--- src/rtl/vita49_pack_if.sv ---
// 32-bit AXI-Stream bundle used on both sides of the VITA-49 packetizer.
interface vita49_pack_if;
  logic        TVALID;
  logic        TREADY;
  logic [31:0] TDATA;
  logic [3:0]  TSTRB;
  logic        TLAST;

  modport master (output TVALID, TDATA, TSTRB, TLAST, input TREADY);
  modport slave  (input TVALID, TDATA, TSTRB, TLAST, output TREADY);
endinterface

--- src/rtl/vita49_pack.sv ---
// VITA-49 IF-data packetizer: five-word prologue (header, stream ID, TSI, TSF)
// followed by a fixed-length payload passed straight through from the sample stream.
module vita49_pack #(
  parameter int unsigned C_AXIS_TDATA_NUM_BYTES = 4
) (
  input  logic          AXIS_ACLK,
  input  logic          AXIS_ARESETN,
  vita49_pack_if.slave  S_AXIS,
  vita49_pack_if.master M_AXIS,
  input  logic          enable,
  input  logic [31:0]   stream_id,
  input  logic [15:0]   payload_words,
  input  logic [31:0]   tsi,
  input  logic [63:0]   tsf,
  output logic          busy,
  output logic [31:0]   pkt_sent
);

  if (C_AXIS_TDATA_NUM_BYTES != 4) begin : g_width_check
    $error("vita49_pack supports only C_AXIS_TDATA_NUM_BYTES = 4");
  end

  typedef enum logic [2:0] {
    IDLE,
    HDR,
    SID,
    TSI,
    TSF_HI,
    TSF_LO,
    PAYLOAD
  } state_t;

  state_t      state;
  logic [3:0]  pkt_cnt;
  logic [15:0] beat;
  logic [15:0] lat_len;
  logic [31:0] lat_sid;
  logic [31:0] lat_tsi;
  logic [63:0] lat_tsf;
  logic [31:0] pro_data;
  logic        pro_valid;
  logic [15:0] len_clamped;
  logic [15:0] last_beat;
  logic        unused_tlast;

  // Framing is driven purely by the latched length; the input TLAST is not used.
  assign unused_tlast = S_AXIS.TLAST;
  assign last_beat    = lat_len - 16'd1;

  always_comb begin
    len_clamped = payload_words;
    if (payload_words == '0) begin
      len_clamped = 16'd1;
    end else if (payload_words > 16'd65530) begin
      len_clamped = 16'd65530;
    end
  end

  always_ff @(posedge AXIS_ACLK or negedge AXIS_ARESETN) begin
    if (!AXIS_ARESETN) begin
      state     <= IDLE;
      pkt_cnt   <= '0;
      pkt_sent  <= '0;
      beat      <= '0;
      lat_len   <= '0;
      lat_sid   <= '0;
      lat_tsi   <= '0;
      lat_tsf   <= '0;
      pro_data  <= '0;
      pro_valid <= 1'b0;
      busy      <= 1'b0;
    end else begin
      case (state)
        IDLE: begin
          if (enable && S_AXIS.TVALID) begin
            lat_len   <= len_clamped;
            lat_sid   <= stream_id;
            lat_tsi   <= tsi;
            lat_tsf   <= tsf;
            pro_data  <= {4'b0001, 2'b00, 2'b00, 2'b01, 2'b10, pkt_cnt,
                          len_clamped + 16'd5};
            pro_valid <= 1'b1;
            busy      <= 1'b1;
            state     <= HDR;
          end
        end
        // Each prologue word is loaded one state ahead so TDATA is a register.
        HDR: if (M_AXIS.TREADY) begin
          pro_data <= lat_sid;
          state    <= SID;
        end
        SID: if (M_AXIS.TREADY) begin
          pro_data <= lat_tsi;
          state    <= TSI;
        end
        TSI: if (M_AXIS.TREADY) begin
          pro_data <= lat_tsf[63:32];
          state    <= TSF_HI;
        end
        TSF_HI: if (M_AXIS.TREADY) begin
          pro_data <= lat_tsf[31:0];
          state    <= TSF_LO;
        end
        TSF_LO: if (M_AXIS.TREADY) begin
          pro_data  <= '0;
          pro_valid <= 1'b0;
          beat      <= '0;
          state     <= PAYLOAD;
        end
        PAYLOAD: begin
          if (S_AXIS.TVALID && M_AXIS.TREADY) begin
            if (beat == last_beat) begin
              beat     <= '0;
              pkt_cnt  <= pkt_cnt + 4'd1;
              pkt_sent <= pkt_sent + 32'd1;
              busy     <= 1'b0;
              state    <= IDLE;
            end else begin
              beat <= beat + 16'd1;
            end
          end
        end
        default: state <= IDLE;
      endcase
    end
  end

  always_comb begin
    M_AXIS.TVALID = pro_valid;
    M_AXIS.TDATA  = pro_data;
    M_AXIS.TSTRB  = pro_valid ? '1 : '0;
    M_AXIS.TLAST  = 1'b0;
    S_AXIS.TREADY = 1'b0;
    if (state == PAYLOAD) begin
      M_AXIS.TVALID = S_AXIS.TVALID;
      M_AXIS.TDATA  = S_AXIS.TDATA;
      M_AXIS.TSTRB  = S_AXIS.TSTRB;
      M_AXIS.TLAST  = (beat == last_beat);
      S_AXIS.TREADY = M_AXIS.TREADY;
    end
  end

endmodule
--- src/flat_wrapper.sv ---
// flat-port wrapper written by rule: the top's interface ports become plain ports
module vita49_pack_flat 
#(
  parameter int unsigned C_AXIS_TDATA_NUM_BYTES = 4
)
  (AXIS_ACLK, AXIS_ARESETN, enable, stream_id, payload_words, tsi, tsf, busy, pkt_sent, S_AXIS_TVALID, S_AXIS_TDATA, S_AXIS_TSTRB, S_AXIS_TLAST, S_AXIS_TREADY, M_AXIS_TVALID, M_AXIS_TDATA, M_AXIS_TSTRB, M_AXIS_TLAST, M_AXIS_TREADY);
  vita49_pack_if S_AXIS_i ();
  vita49_pack_if M_AXIS_i ();
  input  logic AXIS_ACLK;
  input  logic AXIS_ARESETN;
  input  logic enable;
  input  logic [31:0] stream_id;
  input  logic [15:0] payload_words;
  input  logic [31:0] tsi;
  input  logic [63:0] tsf;
  output logic busy;
  output logic [31:0] pkt_sent;
  input wire logic [$bits(S_AXIS_i.TVALID)-1:0] S_AXIS_TVALID;
  input wire logic [$bits(S_AXIS_i.TDATA)-1:0] S_AXIS_TDATA;
  input wire logic [$bits(S_AXIS_i.TSTRB)-1:0] S_AXIS_TSTRB;
  input wire logic [$bits(S_AXIS_i.TLAST)-1:0] S_AXIS_TLAST;
  output wire logic [$bits(S_AXIS_i.TREADY)-1:0] S_AXIS_TREADY;
  output wire logic [$bits(M_AXIS_i.TVALID)-1:0] M_AXIS_TVALID;
  output wire logic [$bits(M_AXIS_i.TDATA)-1:0] M_AXIS_TDATA;
  output wire logic [$bits(M_AXIS_i.TSTRB)-1:0] M_AXIS_TSTRB;
  output wire logic [$bits(M_AXIS_i.TLAST)-1:0] M_AXIS_TLAST;
  input wire logic [$bits(M_AXIS_i.TREADY)-1:0] M_AXIS_TREADY;
  assign S_AXIS_i.TVALID = S_AXIS_TVALID;
  assign S_AXIS_i.TDATA = S_AXIS_TDATA;
  assign S_AXIS_i.TSTRB = S_AXIS_TSTRB;
  assign S_AXIS_i.TLAST = S_AXIS_TLAST;
  assign S_AXIS_TREADY = S_AXIS_i.TREADY;
  assign M_AXIS_TVALID = M_AXIS_i.TVALID;
  assign M_AXIS_TDATA = M_AXIS_i.TDATA;
  assign M_AXIS_TSTRB = M_AXIS_i.TSTRB;
  assign M_AXIS_TLAST = M_AXIS_i.TLAST;
  assign M_AXIS_i.TREADY = M_AXIS_TREADY;
  vita49_pack #(.C_AXIS_TDATA_NUM_BYTES(C_AXIS_TDATA_NUM_BYTES)) u_core (.AXIS_ACLK(AXIS_ACLK), .AXIS_ARESETN(AXIS_ARESETN), .S_AXIS(S_AXIS_i), .M_AXIS(M_AXIS_i), .enable(enable), .stream_id(stream_id), .payload_words(payload_words), .tsi(tsi), .tsf(tsf), .busy(busy), .pkt_sent(pkt_sent));
endmodule
--- config.mk ---
export PLATFORM = sky130hd
export DESIGN_NAME = vita49_pack_flat
export DESIGN_NICKNAME = d
export VERILOG_FILES = /design/src/rtl/vita49_pack_if.sv /design/src/rtl/vita49_pack.sv /design/src/flat_wrapper.sv
export SDC_FILE = /design/constraint.sdc
export NUM_CORES = 1
export LEC_CHECK = 0
export CORE_MARGIN = 2
export CORE_UTILIZATION = 51
export DETAILED_ROUTE_END_ITERATION = 8
export PLACE_DENSITY = 0.78
export SLEW_MARGIN = 30
export SYNTH_ARGS = -nofsm -noshare
export SYNTH_HDL_FRONTEND = slang
export SYNTH_SLANG_ARGS = --single-unit
--- constraint.sdc ---
create_clock -name AXIS_ACLK -period 3.55 [get_ports AXIS_ACLK]
set_input_delay 0.71 -clock AXIS_ACLK [delete_from_list [all_inputs] [get_ports AXIS_ACLK]]
set_output_delay 0.71 -clock AXIS_ACLK [all_outputs]
set_load 0.05 [all_outputs]
# == After elaboration in Yosys (flattened, before gate mapping) ==
# Index checks and enable logic that the tools add are counted.
# classes
n_addsub,5
n_lt_le_gt_ge,1
eq_ne,15
muxes,34
n_reduce_logical,15
# ops
operator,count
$mux 32,7
$pmux 32 s6,1
$mux 16,5
$add 32x1->32 const B,1
$pmux 16 s2,1
$mux 3,8
$pmux 3 s7,1
$add 16x1->16 const B,1
$add 16x3->16 const B,1
$eq 16x16->1,1
$gt 16x16->1 const B,1
$logic_not 16->1,1
$sub 16x1->16 const B,1
$ne 2x2->1 const B,5
$eq 3x3->1 const B,3
$reduce_and 3->1,3
$mux 4,2
$reduce_and 8->1,1
$mux 1,7
$reduce_and 7->1,1
$eq 3x2->1 const B,2
$ne 2x1->1 const B,3
$reduce_bool 2->1,3
$reduce_bool 6->1,1
7 further kinds,9
# word_totals
register_bits,233
inputBits,186
wordCells,81

# == Logic depth before layout (Yosys ltp) ==
# depth
ltp_word,6
depth_mapped,13
ltp_nobuf,11

# == Least setup slack after synthesis ==
# No wires, ideal clock.
# synth_timing
path_type,reg2out
startpoint,register u_core.lat_len[0]
endpoint,output M_AXIS_TLAST
arrival_time_ns,2.806
required_time_ns,2.840
slack_ns,0.034
stages_incl_launch_ff,11
path_buffers,1
path_cell_list,dfrtp_1 inv_1 ha_1 or4b_2 clkbuf_1 nor3_1 a31oi_1 nor4_1 nand4_1 nor3_1 and2_1
# synth_via
elab_chain_cells,3
# synth_rtl
item,line_no,source
from (decl),vita49_pack.sv:36,logic [15:0] lat_len;
from (signal assigned),vita49_pack.sv:76,lat_len <= len_clamped;
$sub 16x1->16,vita49_pack.sv:48,assign last_beat = lat_len - 16'd1;
$eq 16x16->1,vita49_pack.sv:138,M_AXIS.TLAST = (beat == last_beat);
$mux 1,vita49_pack.sv:134,if (state == PAYLOAD) begin
to (decl),flat_wrapper.sv:26,output wire logic [$bits(M_AXIS_i.TLAST)-1:0] M_AXIS_TLAST;
# Every way passes these cells.

# == Worst setup path after layout ==
# layout_timing
startpoint,register u_core.lat_len[6]
endpoint,output M_AXIS_TLAST
# The elaborated chain is that of the path after synthesis.

==> results.yml <==
power:
  seq_power_share_pct: 36.6
  switchingPower_mw: 4.62
  pwr-share-clk_pct: 24.1
  p_int_mw: 7.11
  p_leak_nw: 7.33
  irDropWorstVdd_mv: 0.392
  switching_share_pct: 39.4
  power.density_mw_per_mm2: 761
  p_comb_share_pct: 39.3
worst_setup_path:
  critPathMaxFanout: 7
  cp-start-kind: "flop"
  reg2reg_to: "u_core.pkt_sent[11]"
  rrSetupSlack_ns: 0.21
  end_kind: "primary output"
  reg2regPathDepth: 8
  criticalPathCategory: "reg -> out"
  worstPathArrival_ns: 2.99
  crit_required_ns: 2.84
  startpoint: "u_core.lat_len[6]"
  rr_startpoint: "u_core.lat_len[6]"
timing:
  setup_tns_ns: -0.147
  fin_skew_ns: 0.0104
  tightest_slew_ns: 0.824
  fin_crit_sh_pct: 104
  rsz0062_at_grt: "yes"
  slew_violations: 0
  finalSetupViolations: 1
  clock.fmax_mhz: 271
  timing.final.ws_setup_ns: -0.147
  hold_viol: 0
  relSlewSlack_pct: 45.1
  post-route-min-period_ns: 3.70
floorplanning:
  die_area_mm2: 0.0236
  ios: 258
  fp.dieH_um: 154
  rows: 54
  core_mm2: 0.0219
  start_util_pct: 52.3
  chipWidth_um: 154
synth:
  synth_ff_type: "dfrtp_1"
  synth.net_count: 1475
  yosysUniqueCellTypes: 60
  syn_avg_cell_area_um2: 8.91
  synthArstFlopShare_pct: 100
  yosys_warnings: 0
  syn_area_mm2: 0.0114
  synth-seq-cells: 233
  synth-edff-count: 0
  synth-seq-area-share_pct: 51.0
  synthCells: 1284
clock_network:
  clock-sinks: 233
  htreeDepth: 1
  clk_transition_reported_paths_ns: 0.06
  cts.path.max_buffers: 3
  cts_made_buffers: 26
  cts-hold-fix-buffers: 0
  clk-insertion-delay-late_ns: 0.52
  cts_tree: "built"
  cts-root-buf: "clkbuf_16"
routing:
  wirelength_um: 34100
  vias: 10500
  avgRoutedWirePerCell_um: 18.5
  vias_per_cell: 5.68
  route.detailed.drc: 0
  dr.pass1.iters: 5
  drt_iter0_drc: 903
  drtAntennaViolNets: 0
placement:
  place_ws_ns: 0.106
  post-dp-hpwl_um: 24000
  place_inst: 1794
  finalWeightedCongestion: 0.913
  port_buffers: 256
outcome:
  outcome: "finished, violations left"
  violations: "setup timing"
final_layout:
  mostFrequentLayoutCells: "484 x nand2_1, 233 x dfrtp_1, 216 x clkdlybuf4s50_1, 81 x buf_4, 56 x xor2_1"
  drive_gt1_share_pct: 12.6
  num_antenna_cells: 0
  synthToLayoutAreaGrowth_pct: 34.6
  fin_util_pct: 70.3
  fin_nets: 1735
  fin_cells: 1842
  final_common_cell: "nand2_1"
grt:
  grt_pass1_wl_um: 54900
  grt_max_degree: 122
  antenna_found_initial: 0
  grt_usage_pct: 28.8
  grt_overflow: 0
  grt_pass1_vias: 10400
run:
  max_cap_viol_count: 0
worst_hold_path:
  hp-class: "in -> async"
[critical path: stages (launching register included)]
cell	delay [ns]
dfrtp_1	0.45
or4_4	0.61
nor4_4	0.31
mux2_1	0.35
mux2i_1	0.14
o21a_1	0.21
nor3_2	0.08
and2_4	0.17
buf_12	0.14
[worst max path at each step]
| stage | endpoint |
|---|---|
| 2_1_floorplan | M_AXIS_TLAST |
| 3_3_place_gp | M_AXIS_TLAST |
| 3_5_place_dp | M_AXIS_TLAST |
| 4_1_cts | M_AXIS_TLAST |
| 5_1_grt | M_AXIS_TLAST |
| 6_report | M_AXIS_TLAST |
[power groups by stage]
stage | combinational, mW | clock [mW] | sequential [mW]
after floorplan | 3.12 | 0 | 4.06
after global placement | 4.43 | 0 | 4.26
after detailed placement | 4.54 | 0 | 4.31
after global routing | 5.04 | 2.96 | 4.40
after CTS | 4.62 | 2.86 | 4.28
final | 4.61 | 2.82 | 4.29
[registers in the layout, summed over array words and instances (netlist names), 4 cells and up]
signal and cells:
u_core.lat_tsf 64, u_core.lat_sid 32, u_core.lat_tsi 32, u_core.pkt_sent 32, u_core.pro_data 32, u_core.beat 16
u_core.lat_len 16, u_core.pkt_cnt 4
[area by class of cell]
cell class                 instances  area (µm²)
clock buffer                      35         736
clock inverter                    11         161
fill                            1719        6490
inverter                          15        56.3
multi-input combinational        962        5330
sequential                       233        5830
tap                              280         350
timing repair buffer             306        2940
[cell usage after synthesis (6+ instances only)]
master / n / area [µm²]
a22oi_1: 27 / 203
nor3_1: 23 / 115
clkbuf_1: 66 / 248
a21o_1: 6 / 45.0
nand2b_1: 8 / 50.1
a21oi_1: 33 / 165
nor4_1: 12 / 75.1
a22o_1: 11 / 96.3
nand4_1: 19 / 119
mux2_2: 37 / 417
xnor2_1: 22 / 193
dfrtp_1: 233 / 5830
nor2_1: 51 / 191
nand3_1: 29 / 145
inv_1: 15 / 56.3
and3_1: 10 / 62.6
and2_1: 6 / 37.5
xor2_1: 56 / 490
a221oi_1: 23 / 201
nand2_1: 484 / 1820
o21ai_0: 37 / 185
[through the flow]
step	power [mW]	hold WS, ns	cell area, µm²
finish	11.7	0.230	15400
global route	12.4	0.305	15400
CTS	11.7	0.275	15400
detailed placement	8.85	0.463	14400
global placement	8.69	0.455	14400
floorplan	7.19	0.414	11400
[repair_timing]
item                       CTS  global route
gates resized for setup     11             1
pin swaps                    3             2
buffers inserted             2             0
setup endpoints to repair    1             1
hold endpoints to repair     0             0
[cell families after synthesis]
kind of cell    synth area share [%]
flops                           51.0
mux                             4.18
fa+ha+maj                      0.547
compound gates                  10.3
simple gates                    24.9
xor+xnor                        5.97
buf+inv                         3.16
[per-layer routing]
metal  vias to the layer above  global-route usage, %  part of all wire [%]
met5                         -                      0                     0
met4                         0                   7.30                   2.6
met3                        66                   4.51                   8.4
met2                       494                   47.0                    48
met1                      5071                   40.8                    41
li1                       4839                      -                     -
No activity file was read; power rests on OpenSTA's default activity.
